[src/rtl/ex_muldiv_unit.sv]
// ex_muldiv_unit
//   Multi-cycle multiply/divide engine for the EX stage (MULT/MULTU/DIV/DIVU).
//   EX raises start_i and holds the op while stall_req_o is high. The result
//   appears as a {hi,lo} pair together with a one-cycle valid_o/whilo_o pulse.
//
// Parameters
//   WIDTH        operand width; hi_o/lo_o are WIDTH bits each
//   MUL_STAGES   busy cycles for a multiply (>= 1)
//
// Ports
//   clk          rising-edge clock
//   rst          synchronous reset, active high, dominates all inputs
//   start_i      op request from EX, held while stalled
//   op_i         0 MULT, 1 MULTU, 2 DIV, 3 DIVU, 4 MADD, 5 MADDU, 6 MSUB, 7 MSUBU
//   opa_i/opb_i  rs/rt values, sampled only in the IDLE accept cycle
//   hi_i/lo_i    forwarded HI/LO accumulator source (MADD family only)
//   annul_i      abandon the current op (flush/exception)
//   stall_req_o  pipeline stall request
//   valid_o      one-cycle result pulse; whilo_o mirrors it
//   hi_o/lo_o    mul: {hi,lo} = product; div: lo = quotient, hi = remainder
//   div_zero_o   divisor was zero (qualified by valid_o)
//
// Configuration
//   MULDIV_MADD_EN  defined: ops 4-7 accumulate into {hi_i,lo_i} sampled at
//                   accept. Undefined: ops 4-7 run as MULT (4,6) / MULTU (5,7).

module ex_muldiv_unit #(
  parameter int WIDTH      = 32,
  parameter int MUL_STAGES = 2
) (
  input  logic             clk,
  input  logic             rst,
  input  logic             start_i,
  input  logic [2:0]       op_i,
  input  logic [WIDTH-1:0] opa_i,
  input  logic [WIDTH-1:0] opb_i,
  input  logic [WIDTH-1:0] hi_i,
  input  logic [WIDTH-1:0] lo_i,
  input  logic             annul_i,
  output logic             stall_req_o,
  output logic             valid_o,
  output logic             whilo_o,
  output logic [WIDTH-1:0] hi_o,
  output logic [WIDTH-1:0] lo_o,
  output logic             div_zero_o
);

  localparam int CW = $clog2(WIDTH + 1);

  typedef enum logic [1:0] {IDLE, BUSY, DONE} state_t;

  state_t             state, state_next;
  logic [CW-1:0]      cnt;
  logic [2:0]         op_q;
  logic [WIDTH-1:0]   a_q, b_q;
  logic [WIDTH-1:0]   quo_q, rem_q, dvs_q;
  logic               neg_q, neg_r;
  logic [WIDTH-1:0]   res_hi, res_lo;
  logic               dz_q;

  // Op decode on the request (accept cycle) and on the latched op.
  logic req_div, req_sgn, accept, req_dz;
  logic is_div, is_sgn, last_busy;

  assign req_div   = (op_i[2:1] == 2'b01);
  assign req_sgn   = ~op_i[0];
  assign accept    = (state == IDLE) && start_i && !annul_i;
  assign req_dz    = req_div && (opb_i == '0);
  assign is_div    = (op_q[2:1] == 2'b01);
  assign is_sgn    = ~op_q[0];
  assign last_busy = (state == BUSY) && !annul_i && (cnt == CW'(1));

  // Multiply datapath on the latched operands; the busy cycles only model latency.
  logic [2*WIDTH-1:0] ext_a, ext_b, prod, mul_res;

  assign ext_a = {{WIDTH{is_sgn & a_q[WIDTH-1]}}, a_q};
  assign ext_b = {{WIDTH{is_sgn & b_q[WIDTH-1]}}, b_q};
  assign prod  = ext_a * ext_b;

`ifdef MULDIV_MADD_EN
  logic [2*WIDTH-1:0] acc_q;

  always_comb begin
    mul_res = prod;
    if (op_q[2]) begin
      mul_res = op_q[1] ? (acc_q - prod) : (acc_q + prod);
    end
  end
`else
  logic unused_acc;

  assign unused_acc = ^{hi_i, lo_i};
  assign mul_res    = prod;
`endif

  // One restoring-division step on magnitudes. rem_q < dvs_q always holds, so
  // bit WIDTH of the trial difference is exactly the borrow.
  logic [WIDTH:0]   shifted, trial;
  logic [WIDTH-1:0] step_rem, step_quo, div_lo, div_hi;

  always_comb begin
    shifted  = {rem_q, quo_q[WIDTH-1]};
    trial    = shifted - {1'b0, dvs_q};
    step_rem = trial[WIDTH] ? shifted[WIDTH-1:0] : trial[WIDTH-1:0];
    step_quo = {quo_q[WIDTH-2:0], ~trial[WIDTH]};
    div_lo   = neg_q ? -step_quo : step_quo;
    div_hi   = neg_r ? -step_rem : step_rem;
  end

  // Next state.
  always_comb begin
    state_next = state;
    unique case (state)
      IDLE: if (accept) state_next = req_dz ? DONE : BUSY;
      BUSY: begin
        if (annul_i)              state_next = IDLE;
        else if (cnt == CW'(1))   state_next = DONE;
      end
      DONE:    state_next = IDLE;
      default: state_next = IDLE;
    endcase
  end

  always_ff @(posedge clk) begin
    if (rst) begin
      state  <= IDLE;
      cnt    <= '0;
      op_q   <= '0;
      a_q    <= '0;
      b_q    <= '0;
      quo_q  <= '0;
      rem_q  <= '0;
      dvs_q  <= '0;
      neg_q  <= 1'b0;
      neg_r  <= 1'b0;
      res_hi <= '0;
      res_lo <= '0;
      dz_q   <= 1'b0;
`ifdef MULDIV_MADD_EN
      acc_q  <= '0;
`endif
    end else begin
      state <= state_next;
      if (accept) begin
        op_q  <= op_i;
        a_q   <= opa_i;
        b_q   <= opb_i;
        cnt   <= req_div ? CW'(WIDTH) : CW'(MUL_STAGES);
        rem_q <= '0;
        quo_q <= (req_sgn && opa_i[WIDTH-1]) ? -opa_i : opa_i;
        dvs_q <= (req_sgn && opb_i[WIDTH-1]) ? -opb_i : opb_i;
        neg_q <= req_sgn && (opa_i[WIDTH-1] ^ opb_i[WIDTH-1]);
        neg_r <= req_sgn && opa_i[WIDTH-1];
        dz_q  <= req_dz;
        // Divide by zero resolves at accept and goes straight to DONE.
        if (req_dz) begin
          res_hi <= opa_i;
          res_lo <= '1;
        end
`ifdef MULDIV_MADD_EN
        acc_q <= {hi_i, lo_i};
`endif
      end else if (state == BUSY) begin
        cnt <= cnt - CW'(1);
        if (is_div) begin
          rem_q <= step_rem;
          quo_q <= step_quo;
        end
        if (last_busy) begin
          if (is_div) begin
            res_hi <= div_hi;
            res_lo <= div_lo;
          end else begin
            {res_hi, res_lo} <= mul_res;
          end
        end
      end
    end
  end

  // Outputs: the result is visible only during the valid pulse.
  always_comb begin
    stall_req_o = 1'b0;
    valid_o     = 1'b0;
    if (!rst) begin
      stall_req_o = accept || ((state == BUSY) && !annul_i);
      valid_o     = (state == DONE) && !annul_i;
    end
    whilo_o    = valid_o;
    hi_o       = valid_o ? res_hi : '0;
    lo_o       = valid_o ? res_lo : '0;
    div_zero_o = valid_o && dz_q;
  end

endmodule

[config.mk]
export PLATFORM = sky130hd
export DESIGN_NAME = ex_muldiv_unit
export DESIGN_NICKNAME = d
export VERILOG_FILES = /design/src/rtl/ex_muldiv_unit.sv
export SDC_FILE = /design/constraint.sdc
export NUM_CORES = 2
export LEC_CHECK = 0
export ABC_CLOCK_PERIOD_IN_PS = 9100
export BUFFER_PORTS_ARGS = -buffer_cell sky130_fd_sc_hd__buf_2
export CAP_MARGIN = 5
export CORE_MARGIN = 2
export CORE_UTILIZATION = 40
export CTS_CLUSTER_DIAMETER = 50
export DETAILED_ROUTE_END_ITERATION = 8
export PLACE_DENSITY_LB_ADDON = 0.1
export SETUP_SLACK_MARGIN = 0.15
export SYNTH_ARGS = -nofsm -noshare
export SYNTH_HDL_FRONTEND = slang
export SYNTH_SLANG_ARGS = --single-unit
[constraint.sdc]
create_clock -name clk -period 9.1 [get_ports clk]
set_clock_uncertainty 0.1 [all_clocks]
set_input_delay 1.365 -clock clk [delete_from_list [all_inputs] [get_ports clk]]
set_output_delay 1.365 -clock clk [all_outputs]
set_load 0.05 [all_outputs]
==> results.sh <==
export IMPL_status="completed"
export IMPL_arrival_ns=9.01
export IMPL_hold_path_class="register to register"
export IMPL_synthCells=6299
export IMPL_multi_input_area_sq_um=42600
export IMPL_vias_per_cell=5.23
export IMPL_fin_hold_ws_ns=0.350
export IMPL_hpwl_mm=136
export IMPL_dr_pass1_iters=5
export IMPL_drv_cap=0
export IMPL_design_area_sq_um=57900
export IMPL_grt_overflow=0
export IMPL_p_leak_nw=27.0
export IMPL_critPathKind="register to register"
export IMPL_drt_initial_drc_count=2579
export IMPL_grt_pass1_wl_mm=265
export IMPL_fin_util_pct=43.9
export IMPL_cts_hold_buffers_added=0
export IMPL_dpl_cell_area_sq_um=56400
export IMPL_synthArstFlopShare_pct=0
export IMPL_register_area_sq_um=4760
export IMPL_die_w_um=369
export IMPL_cts_sinks=237
export IMPL_crit_fanout=9
export IMPL_vias=42200
export IMPL_rsz0062_at_grt="no"
export IMPL_p_per_area_nw_per_um2=76.0
export IMPL_power_mw=4.40
export IMPL_hold_viol_final=0
export IMPL_ant_nets=0
export IMPL_tightest_slew_ns=1.16
export IMPL_core_sq_um=132000
export IMPL_finalCritPeriodShare_pct=95.1
export IMPL_peakVddDrop_mv=0.125
export IMPL_numCtsBuffers=37
export IMPL_top_layer_used="met4"
export IMPL_syn_nets=7810
export IMPL_synthFlopType="dfxtp_1"
export IMPL_wire_per_inst_um=20.9
export IMPL_max_slew_margin_rel_pct=22.4
export IMPL_ys_seq_elements=237
export IMPL_synth_avg_cell_area_sq_um=8.45
export IMPL_num_fill_cells=13300
export IMPL_wirelength_met1_mm=71.9
export IMPL_cp_start_kind="register"
export IMPL_met2_length_mm=84.6
export IMPL_required_ns=9.46
export IMPL_grt_max_degree=93
export IMPL_io_buffers=138
export IMPL_clk_path_buf_depth=3
export IMPL_clk_pin_slew_ns=0.06
export IMPL_synth_edf_count=0
export IMPL_yosys_warnings=0
export IMPL_drc=0
export IMPL_cts_root_buf="clkbuf_16"
export IMPL_final_max_slew_viol_count=0
export IMPL_place_inst=7981
export IMPL_netlist_area_sq_um=53200
export IMPL_die_h_um=369
export IMPL_synth_seq_area_share_pct=8.92
export IMPL_min_period_ns=8.65
export IMPL_fmax_ghz=0.116
export IMPL_routed_wl_mm=168
export IMPL_gp_congestion=0.902
export IMPL_drive_above_1_share_pct=7.27
export IMPL_first_global_vias=44100
export IMPL_area_delta_synth_final_pct=8.75
export IMPL_start_util_pct=40.4
export IMPL_regToRegSetupSlack_ns=0.45
export IMPL_clk_insertion_delay_late_ns=0.57
export IMPL_setup_viol=0
export IMPL_htreeDepth=2
export IMPL_synth_cell_types=90
export IMPL_grt_usage_pct=25.3
export IMPL_die_area_sq_um=136000
export IMPL_finalNetCount=7783
export IMPL_antenna_found_initial=11
export IMPL_fin_cells=8067
export IMPL_ios=203
export IMPL_dr_wl_met3_mm=6.23
export IMPL_cts_tree="yes"
export IMPL_critPathCaptureType="register"
export IMPL_row_count=133
## registers in the layout (all words and copies together), names as in the netlist, 3 cells and up
register,flops
a_q,32
b_q,32
quo_q,32
rem_q,32
res_hi,32
res_lo,32
dvs_q,31
cnt,6
op_q,3
## cells in the mapped netlist (21+ instances only)
| cell | n | area (sq um) |
|---|---|---|
| a31oi_1 | 23 | 144 |
| nor4_1 | 24 | 150 |
| ha_1 | 250 | 3130 |
| o31ai_1 | 25 | 188 |
| nor2_1 | 315 | 1180 |
| inv_1 | 1187 | 4460 |
| mux2i_1 | 25 | 250 |
| a21oi_1 | 258 | 1290 |
| a211oi_1 | 82 | 616 |
| fa_1 | 1126 | 22500 |
| o21a_1 | 21 | 158 |
| and2_1 | 434 | 2720 |
| a311oi_1 | 46 | 403 |
| a21o_1 | 45 | 338 |
| o211ai_1 | 21 | 158 |
| nand2_1 | 1037 | 3890 |
| dfxtp_1 | 237 | 4740 |
| nand4_1 | 22 | 138 |
| or3_1 | 24 | 150 |
| clkbuf_1 | 357 | 1340 |
| xor2_1 | 80 | 701 |
| xnor2_1 | 115 | 1010 |
| nor3_1 | 96 | 480 |
| o21ai_0 | 117 | 586 |
| nand2b_1 | 26 | 163 |
| nand3_1 | 47 | 235 |
## power by group
group	internal, mW	switching, mW
clock network	0.892	0.596
registers	1.08	0.0649
logic	0.634	1.13
total	2.60	1.79
## what timing repair did
item | CTS | global route
gates cloned | 0 | 0
buffers inserted | 0 | 7
setup endpoints to repair | 8 | 18
gates resized for setup | 4 | 22
## stage by stage
step / setup slack, ns / setup TNS, ns
finish: 0.445 / 0
global route: 0.156 / 0
CTS: 0.178 / 0
detailed placement: -0.103 / -0.103
global placement: -0.0814 / -0.0814
floorplan: 0.968 / 0
## logic make-up after synthesis
group / count (synthesis) / synth area share (%)
XOR/XNOR: 195 / 3.21
buffers and inverters: 1574 / 11.2
AND/OR/NAND/NOR: 2106 / 18.2
AO/OA/AOI/OAI: 780 / 9.64
multiplexers: 31 / 0.619
adder cells (fa/ha/maj): 1376 / 48.3
flip-flops: 237 / 8.92
## final timing paths
check / from / to / cells past startpoint
max: a_q[11]$_SDFFE_PP0P_ / res_hi[4]$_SDFFE_PP0P_ / 27
min: res_hi[0]$_SDFFE_PP0P_ / res_hi[0]$_SDFFE_PP0P_ / 2
max reg2reg: a_q[11]$_SDFFE_PP0P_ / res_hi[4]$_SDFFE_PP0P_ / 27
min reg2reg: res_hi[0]$_SDFFE_PP0P_ / res_hi[0]$_SDFFE_PP0P_ / 2
## worst max-delay path, stage by stage, from the launching register on
cell and delay [ns]:
dfxtp_2 0.68, buf_4 0.26, nand2_1 0.08, fa_1 0.49, inv_1 0.06, fa_1 0.57, fa_1 0.45, fa_1 0.55
inv_1 0.06, fa_1 0.47, inv_1 0.05, fa_1 0.45, fa_1 0.50, inv_1 0.05, fa_1 0.59, inv_1 0.07
ha_1 0.36, nand4_1 0.20, or4b_2 0.68, o211ai_1 0.24, nor2_1 0.12, buf_4 0.17, o21ai_0 0.19, a21boi_0 0.15
xnor2_1 0.15, nand2_1 0.11, o21ai_0 0.23, a2111oi_1 0.46
## final cells by class
class,instances,share of cell area (%)
Clock inverter,19,0.333
Timing Repair Buffer,320,4.37
Tap cell,1755,3.80
Clock buffer,49,1.84
Antenna cell,11,0.0476
Sequential cell,237,8.23
Inverter,1188,7.71
Multi-Input combinational cell,4488,73.7
## placed cells by master (no fill, tap or decap), drive strengths merged, types with 124 or more instances in the layout
cell,instances
nor2,315
nand2,1038
inv,1193
o21ai,124
a21oi,260
buf,320
fa,1126
and2,434
ha,250
dfxtp,237
## per-layer routing
metal | vias up | track usage, %
met5 | - | 0
met1 | 21800 | 33.8
met3 | 211 | 1.66
met2 | 925 | 43.9
met4 | 0 | 7.79
li1 | 19300 | -
No activity file was read; power rests on OpenSTA's default activity.
